[src/rtl/sd_ctrl_pkg.sv]
// Shared types and sizing constants for the episode sequencer and its reward helper.
package sd_ctrl_pkg;

    typedef enum logic [2:0] {
        ST_IDLE    = 3'd0,
        ST_ENV_RST = 3'd1,
        ST_REQ     = 3'd2,
        ST_APPLY   = 3'd3,
        ST_SETTLE  = 3'd4,
        ST_UPDATE  = 3'd5,
        ST_NEXT    = 3'd6,
        ST_DONE    = 3'd7
    } sd_state_e;

    localparam int LEVEL_W    = 3;
    localparam int N_LANES    = 4;
    localparam int STATE_W    = 12;
    localparam int REWARD_MAX = 28;
    localparam int REWARD_W   = 5;

endpackage

[src/rtl/sd_reward_calc.sv]
// Combinational reward: REWARD_MAX minus the sum of the four 3-bit congestion levels.
module sd_reward_calc
    import sd_ctrl_pkg::*;
(
    input  logic [STATE_W-1:0]  state,
    output logic [REWARD_W-1:0] reward
);

    logic [REWARD_W-1:0] sum_s;

    // Sum the lane levels; max 4*7 = 28 fits in REWARD_W bits, so no saturation.
    always_comb begin
        sum_s = {REWARD_W{1'b0}};
        for (int i = 0; i < N_LANES; i++) begin
            sum_s = sum_s + REWARD_W'(state[i*LEVEL_W +: LEVEL_W]);
        end
        reward = REWARD_W'(REWARD_MAX) - sum_s;
    end

endmodule

[src/rtl/sd_episode_ctrl.sv]
// Training sequencer: runs episodes of agent-request / apply / settle / update steps
// against the two-intersection state converter.
module sd_episode_ctrl
    import sd_ctrl_pkg::*;
#(
    parameter int STEPS_PER_EP = 64,
    parameter int N_EPISODES   = 256,
    parameter int SETTLE       = 2
) (
    input  logic                clk,
    input  logic                rst,
    input  logic                start,
    input  logic                stop,
    output logic                act_req,
    input  logic                act_valid,
    input  logic [1:0]          act_A_in,
    input  logic [1:0]          act_B_in,
    output logic [1:0]          A_A,
    output logic [1:0]          A_B,
    output logic                env_rst,
    output logic                sd_en,
    output logic                learning,
    input  logic [STATE_W-1:0]  S_A,
    input  logic [STATE_W-1:0]  S_B,
    output logic                upd_valid,
    input  logic                upd_ready,
    output logic [STATE_W-1:0]  upd_S_A,
    output logic [STATE_W-1:0]  upd_S_B,
    output logic [REWARD_W-1:0] reward_A,
    output logic [REWARD_W-1:0] reward_B,
    output logic [7:0]          step_cnt,
    output logic [15:0]         ep_cnt,
    output logic                busy,
    output logic                done
);

    localparam logic [7:0]  LAST_STEP   = 8'(STEPS_PER_EP - 1);
    localparam logic [15:0] LAST_EP     = 16'(N_EPISODES - 1);
    localparam logic [3:0]  LAST_SETTLE = 4'(SETTLE - 1);

    sd_state_e           state_r;
    sd_state_e           state_nx_s;
    logic [3:0]          settle_cnt_r;
    logic [REWARD_W-1:0] reward_a_s;
    logic [REWARD_W-1:0] reward_b_s;
    logic                run_start_s;
    logic                act_hs_s;
    logic                capture_s;
    logic                advance_s;
    logic                last_step_s;
    logic                last_ep_s;

    sd_reward_calc u_reward_a (.state(S_A), .reward(reward_a_s));
    sd_reward_calc u_reward_b (.state(S_B), .reward(reward_b_s));

    // stop overrides every other event, including handshakes in the same cycle.
    assign run_start_s = ((state_r == ST_IDLE) || (state_r == ST_DONE)) && start && !stop;
    assign act_hs_s    = (state_r == ST_REQ) && act_valid && !stop;
    assign capture_s   = (state_r == ST_SETTLE) && (settle_cnt_r == LAST_SETTLE) && !stop;
    assign advance_s   = (state_r == ST_NEXT) && !stop;
    assign last_step_s = (step_cnt == LAST_STEP);
    assign last_ep_s   = (ep_cnt == LAST_EP);

    // Next-state decode.
    always_comb begin
        state_nx_s = state_r;
        if (stop) begin
            state_nx_s = ST_IDLE;
        end else begin
            case (state_r)
                ST_IDLE, ST_DONE: begin
                    if (start) state_nx_s = ST_ENV_RST;
                    else       state_nx_s = state_r;
                end
                ST_ENV_RST: state_nx_s = ST_REQ;
                ST_REQ: begin
                    if (act_valid) state_nx_s = ST_APPLY;
                    else           state_nx_s = ST_REQ;
                end
                ST_APPLY: state_nx_s = ST_SETTLE;
                ST_SETTLE: begin
                    if (settle_cnt_r == LAST_SETTLE) state_nx_s = ST_UPDATE;
                    else                             state_nx_s = ST_SETTLE;
                end
                ST_UPDATE: begin
                    if (upd_ready) state_nx_s = ST_NEXT;
                    else           state_nx_s = ST_UPDATE;
                end
                ST_NEXT: begin
                    if (last_step_s && last_ep_s) state_nx_s = ST_DONE;
                    else if (last_step_s)         state_nx_s = ST_ENV_RST;
                    else                          state_nx_s = ST_REQ;
                end
                default: state_nx_s = ST_IDLE;
            endcase
        end
    end

    // State register and control outputs, registered from the next state.
    always_ff @(posedge clk) begin
        if (rst) begin
            state_r   <= ST_IDLE;
            act_req   <= 1'b0;
            env_rst   <= 1'b0;
            sd_en     <= 1'b0;
            upd_valid <= 1'b0;
            learning  <= 1'b0;
            busy      <= 1'b0;
            done      <= 1'b0;
        end else begin
            state_r   <= state_nx_s;
            act_req   <= (state_nx_s == ST_REQ);
            env_rst   <= (state_nx_s == ST_ENV_RST);
            sd_en     <= (state_nx_s == ST_APPLY);
            upd_valid <= (state_nx_s == ST_UPDATE);
            learning  <= !((state_nx_s == ST_IDLE) || (state_nx_s == ST_DONE));
            busy      <= !((state_nx_s == ST_IDLE) || (state_nx_s == ST_DONE));
            done      <= (state_nx_s == ST_DONE);
        end
    end

    // Action capture, settle timer and update-record capture.
    always_ff @(posedge clk) begin
        if (rst) begin
            A_A          <= 2'd0;
            A_B          <= 2'd0;
            settle_cnt_r <= 4'd0;
            upd_S_A      <= {STATE_W{1'b0}};
            upd_S_B      <= {STATE_W{1'b0}};
            reward_A     <= {REWARD_W{1'b0}};
            reward_B     <= {REWARD_W{1'b0}};
        end else begin
            if (act_hs_s) begin
                A_A <= act_A_in;
                A_B <= act_B_in;
            end
            if (state_r == ST_SETTLE) settle_cnt_r <= settle_cnt_r + 4'd1;
            else                      settle_cnt_r <= 4'd0;
            if (capture_s) begin
                upd_S_A  <= S_A;
                upd_S_B  <= S_B;
                reward_A <= reward_a_s;
                reward_B <= reward_b_s;
            end
        end
    end

    // Step/episode counters; they hold their value across an abort.
    always_ff @(posedge clk) begin
        if (rst) begin
            step_cnt <= 8'd0;
            ep_cnt   <= 16'd0;
        end else if (run_start_s) begin
            step_cnt <= 8'd0;
            ep_cnt   <= 16'd0;
        end else if (advance_s) begin
            if (!last_step_s) begin
                step_cnt <= step_cnt + 8'd1;
            end else if (!last_ep_s) begin
                step_cnt <= 8'd0;
                ep_cnt   <= ep_cnt + 16'd1;
            end else begin
                step_cnt <= step_cnt;
            end
        end
    end

endmodule

[config.mk]
export PLATFORM = sky130hd
export DESIGN_NAME = sd_episode_ctrl
export DESIGN_NICKNAME = d
export VERILOG_FILES = /design/src/rtl/sd_ctrl_pkg.sv /design/src/rtl/sd_reward_calc.sv /design/src/rtl/sd_episode_ctrl.sv
export SDC_FILE = /design/constraint.sdc
export NUM_CORES = 1
export LEC_CHECK = 0
export CAP_MARGIN = 40
export CORE_ASPECT_RATIO = 0.5
export CORE_MARGIN = 2
export CORE_UTILIZATION = 50
export CTS_BUF_LIST = sky130_fd_sc_hd__clkbuf_4 sky130_fd_sc_hd__clkbuf_8
export DETAILED_ROUTE_END_ITERATION = 6
export DONT_BUFFER_PORTS = 1
export PLACE_DENSITY = 0.73
export SYNTH_ARGS = -nofsm -noshare
export SYNTH_HDL_FRONTEND = slang
export SYNTH_SLANG_ARGS = --single-unit
[constraint.sdc]
create_clock -name clk -period 3.7 [get_ports clk]
set_input_delay 0.555 -clock clk [delete_from_list [all_inputs] [get_ports clk]]
set_output_delay 0.555 -clock clk [all_outputs]
set_load 0.05 [all_outputs]
==> results of run 1 <==
==> through the flow <==
| stage | hold slack, ps | power, W | instance area [um2] |
|---|---|---|---|
| global route | 233 | 0.00177 | 4060 |
| CTS | 243 | 0.00169 | 4060 |
| finish | 265 | 0.00167 | 4060 |
| floorplan | 433 | 0.00102 | 3830 |
| detailed placement | 458 | 0.00105 | 3860 |
| global placement | 451 | 0.00105 | 3850 |
==> sequential cells by signal (all words and copies together), names as in the netlist, 3 cells and up <==
name and cells:
ep_cnt 16, reward_A 5, reward_B 5, settle_cnt_r 4, state_r 3, step_cnt 8
upd_S_A 12, upd_S_B 12
==> power groups by stage <==
stage | registers [W] | logic [W] | clock network (W)
3_5_place_dp | 0.000848 | 0.000204 | 0
2_1_floorplan | 0.000843 | 0.000176 | 0
5_1_grt | 0.000830 | 0.000238 | 0.000699
3_3_place_gp | 0.000851 | 0.000194 | 0
6_report | 0.000829 | 0.000203 | 0.000638
4_1_cts | 0.000829 | 0.000207 | 0.000660
==> routing by layer <==
layer | GRT usage | vias to the layer above | part of all wire
met1 | 0.229 | 1356 | 0.45
li1 | - | 1460 | -
met5 | 0 | - | 0
met4 | 0.0714 | 0 | 0.0081
met2 | 0.328 | 70 | 0.46
met3 | 0.0817 | 5 | 0.074
==> worst max path at each step <==
stage,endpoint,depth (start not counted)
after floorplan,reward_A[4],12
after global placement,reward_A[4],12
after detailed placement,reward_A[4],12
after CTS,reward_A[4],12
after global routing,reward_A[4],12
final,reward_A[4],12
==> area by class of cell <==
cell class | instances | share of cell area
tap | 96 | 0.0296
inverter | 28 | 0.0259
sequential | 75 | 0.370
timing repair buffer | 2 | 0.00462
clock inverter | 6 | 0.0157
clock buffer | 10 | 0.0339
multi-input combinational | 312 | 0.521
==> layout by cell type (no fill, tap or decap), drive strengths merged, types with 2 or more instances in the layout <==
cell,instances
nor3b,2
a21bo,2
and3b,2
or4,2
a21o,7
o211ai,4
and4,4
ha,26
nor3,8
clkinv,2
nor2,38
nand4,5
buf,2
o21ai,4
xnor2,20
a211oi,2
dfxtp,75
mux2i,5
inv,29
nor4,10
a21oi,38
nand2,79
fa,8
and3,6
nor2b,2
nand3,9
nand3b,2
or2,2
nand2b,3
clkinvlp,2
xor2,5
clkbuf,10
==> cells by family after synthesis <==
family	count (synthesis)	share of synthesized area
simple gates	178	0.229
flops	75	0.392
compound gates	69	0.123
buf+inv	49	0.0568
fa+ha+maj	34	0.127
xor+xnor	25	0.0571
mux	6	0.0160
==> impl_metrics.json, run 1 <==
{
  "critPathSlowestCell": "fa_1",
  "avgSynthCellArea_um2": 8.80,
  "maxSlewHeadroom": 0.527,
  "track_usage": 0.196,
  "clk_latency_ps": 360,
  "ys_warn_count": 0,
  "slew_viol_final": 0,
  "swShare": 0.259,
  "hold_start": "rst",
  "crit_buf_inv": 2,
  "coreArea_mm2": 0.00738,
  "fin_skew_ps": 11.5,
  "finalSetupTns_ps": 0,
  "wl_per_cell_um": 14.8,
  "yosys-top-cells-count": "nand2_1, dfxtp_1, a21oi_1, nor2_1, inv_1",
  "path_delay_family": "adder cells",
  "place_congestion": 0.821,
  "num_rows": 22,
  "ctsHoldBuffers": 0,
  "grt_max_degree": 48,
  "h-tree-depth": 3,
  "routed_wl_um": 7800,
  "dieArea_mm2": 0.00843,
  "tightest_slew_ps": 709,
  "synth-main-ff-cell": "dfxtp_1",
  "r2r-end": "busy",
  "fillers": 703,
  "cts_resized": 0,
  "hp-class": "in2reg",
  "path_class": "in2reg",
  "synthTopCellsByArea": "dfxtp_1, ha_1, nand2_1, a21oi_1, xnor2_1",
  "fin_crit_sh": 0.694,
  "post-cts-setup-buffers": 0,
  "cts_root_buf": "clkbuf_8",
  "syn_to_final_growth_pct": 5.94,
  "avgViaCountPerCell": 5.47,
  "antenna_found_initial": 0,
  "cp-start-kind": "input port",
  "clockBufferDepth": 2,
  "vdd_drop_max_uv": 176,
  "place_inst": 513,
  "pre_cts_ws_ps": 762,
  "final_nets": 496,
  "first_global_vias": 2738,
  "postSynth.asyncResetShare": 0,
  "seqCellArea_mm2": 0.00150,
  "crit_chain": "ha_1, inv_1, fa_1, xnor2_1, fa_1, inv_1, ha_1, a21o_1, a21oi_1, xnor2_1, nand2_1, a21oi_1",
  "p_per_area_mw_per_mm2": 411,
  "p_switching_w": 0.000432,
  "clkPwrFrac": 0.382,
  "synth-seq-cells": 75,
  "syn_area_mm2": 0.00383,
  "p_int_w": 0.00124,
  "worstPathArrival_ps": 2860,
  "syn-num-nets": 504,
  "hold_violations": 0,
  "max_stage_delay_ps": 550,
  "gr-total-overflow": 0,
  "rsz0062_at_grt": "false",
  "layout_setup_ws_ps": 1130,
  "dp.final_hpwl_um": 5520,
  "ioPinCount": 103,
  "crit_required_ps": 3990,
  "grt_pass1_wl_um": 12800,
  "r2r-start": "step_cnt[3]",
  "p_leak_nw": 1.56,
  "antennaDiodeCount": 0,
  "vias": 2891,
  "endpoint_kind": "flop",
  "drive_gt1_frac": 0.0878,
  "status": "complete, no violations",
  "drc": 0,
  "multi_input_area_mm2": 0.00212,
  "hold_end": "busy",
  "synthCells": 436,
  "die_w_um": 128,
  "path_max_fanout": 2,
  "yosys.area.top_type": "dfxtp_1",
  "cts_tree": "yes",
  "min_period_ps": 2570,
  "finalSetupViolations": 0,
  "fmax_mhz": 389,
  "cts_sinks": 75,
  "crit_start": "S_A[0]",
  "die_h_um": 65.9,
  "reg2reg_depth": 5,
  "cap_violations": 0,
  "numCtsBuffers": 9,
  "synth-edff-count": 0,
  "synth_cell_types": 57,
  "ff2ff_setup_slack_ps": 1250,
  "start_util": 0.520,
  "dr.pass1.iters": 4,
  "comb_power_share": 0.122,
  "yosysTopAreaCellShare": 0.392,
  "min_path_cells": 1,
  "path_clk_slew_ps": 80,
  "final_util": 0.551,
  "seq_area_frac_synth": 0.392,
  "portBuffers": 0,
  "instances_no_fill": 529,
  "drt_iter0_drc": 119,
  "synth_most_common_cell": "nand2_1",
  "p_seq_frac": 0.496,
  "antenna_left": 0
}
No activity file was read; power rests on OpenSTA's default activity.
==> run 2, diff against run 1 <==
ABC_AREA = 1   (was unset)
PLACE_DENSITY = 0.76   (was 0.73)
clock period = 2.3 ns   (was 3.7 ns; I/O delays follow)
==> run 2 against run 1 <==
  * Routed wire length up 7.4%
  * Die area up 1.6%
  * Via count up 12%
  * Sequential power up 59%
==> impl_metrics.json, run 2 <==
{
  "grt_max_degree": 28,
  "worstPathArrival_ps": 2350,
  "gr-total-overflow": 0,
  "portBuffers": 0,
  "cts_root_buf": "clkbuf_8",
  "status": "complete, no violations",
  "syn_to_final_growth_pct": 13.8,
  "cp-start-kind": "input port",
  "synth_cell_types": 36,
  "wl_per_cell_um": 13.2,
  "synth-seq-cells": 75,
  "track_usage": 0.205,
  "vias": 3235,
  "antenna_found_initial": 0,
  "yosys.area.top_type": "dfxtp_1",
  "maxSlewHeadroom": 0.494,
  "avgSynthCellArea_um2": 7.69,
  "final_nets": 604,
  "layout_commonest_cell": "nor2_1",
  "reg.largest.list": "ep_cnt: 16 flops, upd_S_A: 12 flops, upd_S_B: 12 flops",
  "yosysTopAreaCellShare": 0.385,
  "num_rows": 22,
  "cts_tree": "yes",
  "yosys-top-cells-count": "nor2_1, dfxtp_1, nand2_1, inv_1, a21oi_1",
  "r2r-start": "step_cnt[7]",
  "hold_violations": 0,
  "grt_pass1_wl_um": 13600,
  "h-tree-depth": 3,
  "place_congestion": 0.829,
  "synth_most_common_cell": "nor2_1",
  "placed_cell_area_mm2": 0.00423,
  "stdcell_area_mm2": 0.00444,
  "hold_end": "act_req",
  "path_class": "in2reg",
  "cts_sinks": 75,
  "finalSetupTns_ps": 0,
  "drive_gt1_frac": 0.170,
  "seq_area_frac_synth": 0.385,
  "layout_common_cells": "nor2_1, dfxtp_1, nand2_1, inv_1, a21oi_1",
  "synthTopCellsByArea": "dfxtp_1, ha_1, nor2_1, nand2_1, inv_1",
  "synthCells": 507,
  "p_per_area_mw_per_mm2": 631,
  "post-cts-setup-buffers": 0,
  "regMostFlops": "ep_cnt",
  "antenna_left": 0,
  "clockBufferDepth": 2,
  "largest_register_ffs": 16,
  "fin_crit_sh": 0.917,
  "ff2ff_setup_slack_ps": 520,
  "start_util": 0.525,
  "synth-main-ff-cell": "dfxtp_1",
  "r2r-end": "ep_cnt[11]",
  "syn_area_mm2": 0.00390,
  "path_clk_slew_ps": 70,
  "first_global_vias": 3063,
  "cap_violations": 0,
  "p_leak_nw": 1.95,
  "dieArea_mm2": 0.00856,
  "cts_resized": 0,
  "dr.pass1.iters": 5,
  "tightest_slew_ps": 758,
  "numCtsBuffers": 9,
  "dp.final_hpwl_um": 6410,
  "die_h_um": 66.4,
  "min_path_cells": 1,
  "crit_required_ps": 2550,
  "drc": 0,
  "endpoint_kind": "flop",
  "syn-num-nets": 575,
  "avgViaCountPerCell": 5.09,
  "fin_skew_ps": 5.67,
  "postSynth.asyncResetShare": 0,
  "ctsHoldBuffers": 0,
  "path_max_fanout": 2,
  "ys_warn_count": 0,
  "fmax_mhz": 474,
  "drt_iter0_drc": 196,
  "reg2reg_depth": 8,
  "fillers": 682,
  "finalSetupViolations": 0,
  "die_w_um": 129,
  "coreArea_mm2": 0.00743,
  "hp-class": "in2reg",
  "vdd_drop_max_uv": 368,
  "antennaDiodeCount": 0,
  "min_period_ps": 2110,
  "slew_viol_final": 0,
  "clk_latency_ps": 350,
  "synth-edff-count": 0,
  "ioPinCount": 103,
  "hold_start": "rst",
  "routed_wl_um": 8380,
  "rsz0062_at_grt": "false"
}
run 2: changes by cell type in the layout (fill, tap and decap cells not counted), sizes merged, moves of 4 or more:
cell   delta
nor2     +58
o21ai    +39
inv      +36
buf      +30
nand3    +21
xnor2    -13
nor4      -9
a21o      -7
and3      -6
mux2i     -5
and4      -4
run 2: worst max path at each step:
stage / start / to / slack, ps / cells after the start
after floorplan: S_B[0] / reward_B[4] / -130 / 12
after global placement: S_B[0] / reward_B[4] / -130 / 12
after detailed placement: S_B[0] / reward_B[4] / -180 / 12
after CTS: S_B[0] / reward_B[4] / 190 / 12
after global routing: S_B[0] / reward_B[4] / 40 / 12
final: S_B[0] / reward_B[4] / 190 / 12
run 2: per-layer routing:
layer	track usage	share of wire	wire, um
met5	0	0	0
met4	0.0611	0.011	89
met3	0.0858	0.069	580
met2	0.348	0.46	3890
met1	0.238	0.46	3820
run 2: cell families (layout without fill, tap and decap cells):
kind of cell	after synthesis	in the layout	synth area share
flops	75	75	0.385
simple gates	218	218	0.259
fa+ha+maj	34	34	0.125
buf+inv	79	112	0.0815
compound gates	88	88	0.120
xor+xnor	13	13	0.0292
run 2: final cells by class:
class / count / area (um2) / share of cell area
clock inverters: 5 / 78.8 / 0.0178
inverters: 65 / 244 / 0.0550
clock buffers: 10 / 131 / 0.0296
multi-input cells: 353 / 2120 / 0.478
repair buffers: 32 / 240 / 0.0542
well taps: 96 / 120 / 0.0271
flip-flops and latches: 75 / 1500 / 0.339
run 2: worst max-delay path: stages:
cell      delay, ps
ha_4            120
inv_2            40
fa_1            370
xnor2_1         150
fa_1            510
inv_1            50
ha_1            280
nand2_1          60
nor2_1           50
a211oi_2        160
xor2_1          160
a21oi_1          70
run 2: where the power goes:
group / internal (W) / switching (W) / leakage (nW)
logic: 0.000167 / 0.000217 / 1.24
clock network: 0.000615 / 0.000474 / 0.110
registers: 0.00131 / 0.0000180 / 0.604
run 2: stage by stage:
stage / power, W / worst slack [ps] / utilization / hold slack (ps) / cells
2_1_floorplan: 0.00165 / -130 / - / 433 / 507
3_3_place_gp: 0.00172 / -127 / 0.569 / 415 / 621
3_5_place_dp: 0.00174 / -178 / 0.569 / 418 / 621
4_1_cts: 0.00283 / 195 / 0.597 / 35.9 / 636
5_1_grt: 0.00293 / 35.4 / 0.597 / 28.1 / 636
6_report: 0.00280 / 192 / 0.597 / 52.1 / 636
==> run 3, diff against run 2 <==
CORE_UTILIZATION = 35   (was 50)
PLACE_DENSITY = 0.59   (was 0.76)
RECOVER_POWER = 50   (was unset)
==> run 3 against run 2 <==
  * Routed wire length increased by 9.3%
  * Register-to-register slack got worse by 320 ps
  * Combinational power decreased by 1%
  * First-iteration DRC count decreased by 55%
  * Clock skew grew 6.3 ps
  * Setup slack got worse by 3.1 ps
  * Global-route usage decreased by 4.4 points
  * Clock power hardly changed
  * Sequential power is essentially flat
  * Critical path type unchanged
==> impl_metrics.json, run 3 (synthesized netlist as in run 2, its figures left out) <==
{
  "fin_crit_sh": 0.918,
  "instances_no_fill": 684,
  "first_global_vias": 3152,
  "dr.pass1.iters": 4,
  "regMostFlops": "ep_cnt",
  "place_inst": 668,
  "largest_register_ffs": 16,
  "p_per_area_mw_per_mm2": 638,
  "maxSlewHeadroom": 0.214,
  "stdcell_area_mm2": 0.00440,
  "avgViaCountPerCell": 4.71,
  "tightest_slew_ps": 1180,
  "layout_commonest_cell": "nor2_1",
  "cts_sinks": 75,
  "finalSetupTns_ps": 0,
  "status": "complete, no violations",
  "syn_to_final_growth_pct": 12.9,
  "ioPinCount": 103,
  "hp-class": "in2reg",
  "drt-met1-wl_um": 4260,
  "cap_violations": 0,
  "top_layer_used": "met4",
  "path_class": "in2reg",
  "track_usage": 0.161,
  "fmax_mhz": 474,
  "ff2ff_setup_slack_ps": 200,
  "wl_met2_um": 4240,
  "die_h_um": 78.6,
  "coreArea_mm2": 0.0109,
  "worstPathArrival_ps": 2340,
  "p_leak_nw": 1.84,
  "post-cts-setup-buffers": 0,
  "grt_pass1_wl_um": 15500,
  "num_rows": 27,
  "placed_cell_area_mm2": 0.00427,
  "path_clk_slew_ps": 80,
  "gr-total-overflow": 0,
  "path_max_fanout": 2,
  "ctsHoldBuffers": 0,
  "cts_resized": 0,
  "drive_gt1_frac": 0.122,
  "fin_skew_ps": 12.0,
  "grt_max_degree": 45,
  "hold_ws_ps": 60.3,
  "total_power_w": 0.00281,
  "antennaDiodeCount": 0,
  "rsz0062_at_grt": "false",
  "vdd_drop_max_uv": 242,
  "routed_wl_um": 9160,
  "clockBufferDepth": 2,
  "cp-start-kind": "input port",
  "antenna_left": 0,
  "cts_tree": "yes",
  "wl_met3_um": 530,
  "wl_per_cell_um": 13.4,
  "start_util": 0.357,
  "dieArea_mm2": 0.0121,
  "endpoint_kind": "flop",
  "antenna_found_initial": 0,
  "fillers": 1142,
  "finalSetupViolations": 0,
  "place_congestion": 0.824,
  "vias": 3219,
  "portBuffers": 0,
  "final_nets": 602,
  "clk_latency_ps": 360,
  "h-tree-depth": 3,
  "dp.final_hpwl_um": 6670,
  "min_period_ps": 2110,
  "drt_iter0_drc": 89,
  "cts_root_buf": "clkbuf_8",
  "layout_common_cells": "nor2_1, dfxtp_1, nand2_1, inv_1, a21oi_1",
  "reg.largest.list": "ep_cnt: 16 flops, upd_S_A: 12 flops, upd_S_B: 12 flops",
  "die_w_um": 153,
  "slew_viol_final": 0,
  "numCtsBuffers": 9,
  "crit_required_ps": 2530,
  "hold_violations": 0,
  "drc": 0
}
run 3: stage by stage:
step / setup slack [ps] / utilization
after CTS: 195 / 0.411
after global routing: 26.7 / 0.403
after floorplan: -130 / -
final: 189 / 0.403
after detailed placement: -200 / 0.391
after global placement: -152 / 0.391
run 3: area by class of cell:
cell class / instances / area (um2) / area share
Multi-Input combinational cell: 353 / 2110 / 0.480
Clock inverter: 3 / 45.0 / 0.0102
Timing Repair Buffer: 30 / 143 / 0.0324
Sequential cell: 75 / 1500 / 0.341
Tap cell: 145 / 181 / 0.0412
Clock buffer: 13 / 173 / 0.0392
Inverter: 65 / 244 / 0.0554
run 3: final timing paths:
path,cells after the start,start,endpoint
max,12,S_B[0],reward_B[4]
min,1,rst,act_req
min reg2reg,1,settle_cnt_r[0],settle_cnt_r[0]
max reg2reg,9,ep_cnt[0],ep_cnt[11]
run 3: layer usage:
metal,track usage,up-vias
met2,0.266,66
met5,0,-
met4,0.0574,0
met3,0.0547,13
li1,-,1680
met1,0.197,1460
run 3: worst max-delay path, stage by stage:
cell	delay (ps)
ha_4	120
inv_2	40
fa_1	370
xnor2_1	150
fa_1	500
inv_1	50
ha_1	270
nand2_1	60
nor2_1	50
a211oi_2	160
xor2_1	160
a21oi_1	70
run 3: report_power, final:
part	internal [W]	total, W	switching [W]	leakage (nW)
Clock	0.000603	0.00110	0.000501	0.105
Combinational	0.000163	0.000380	0.000216	1.13
Sequential	0.00131	0.00132	0.0000181	0.604
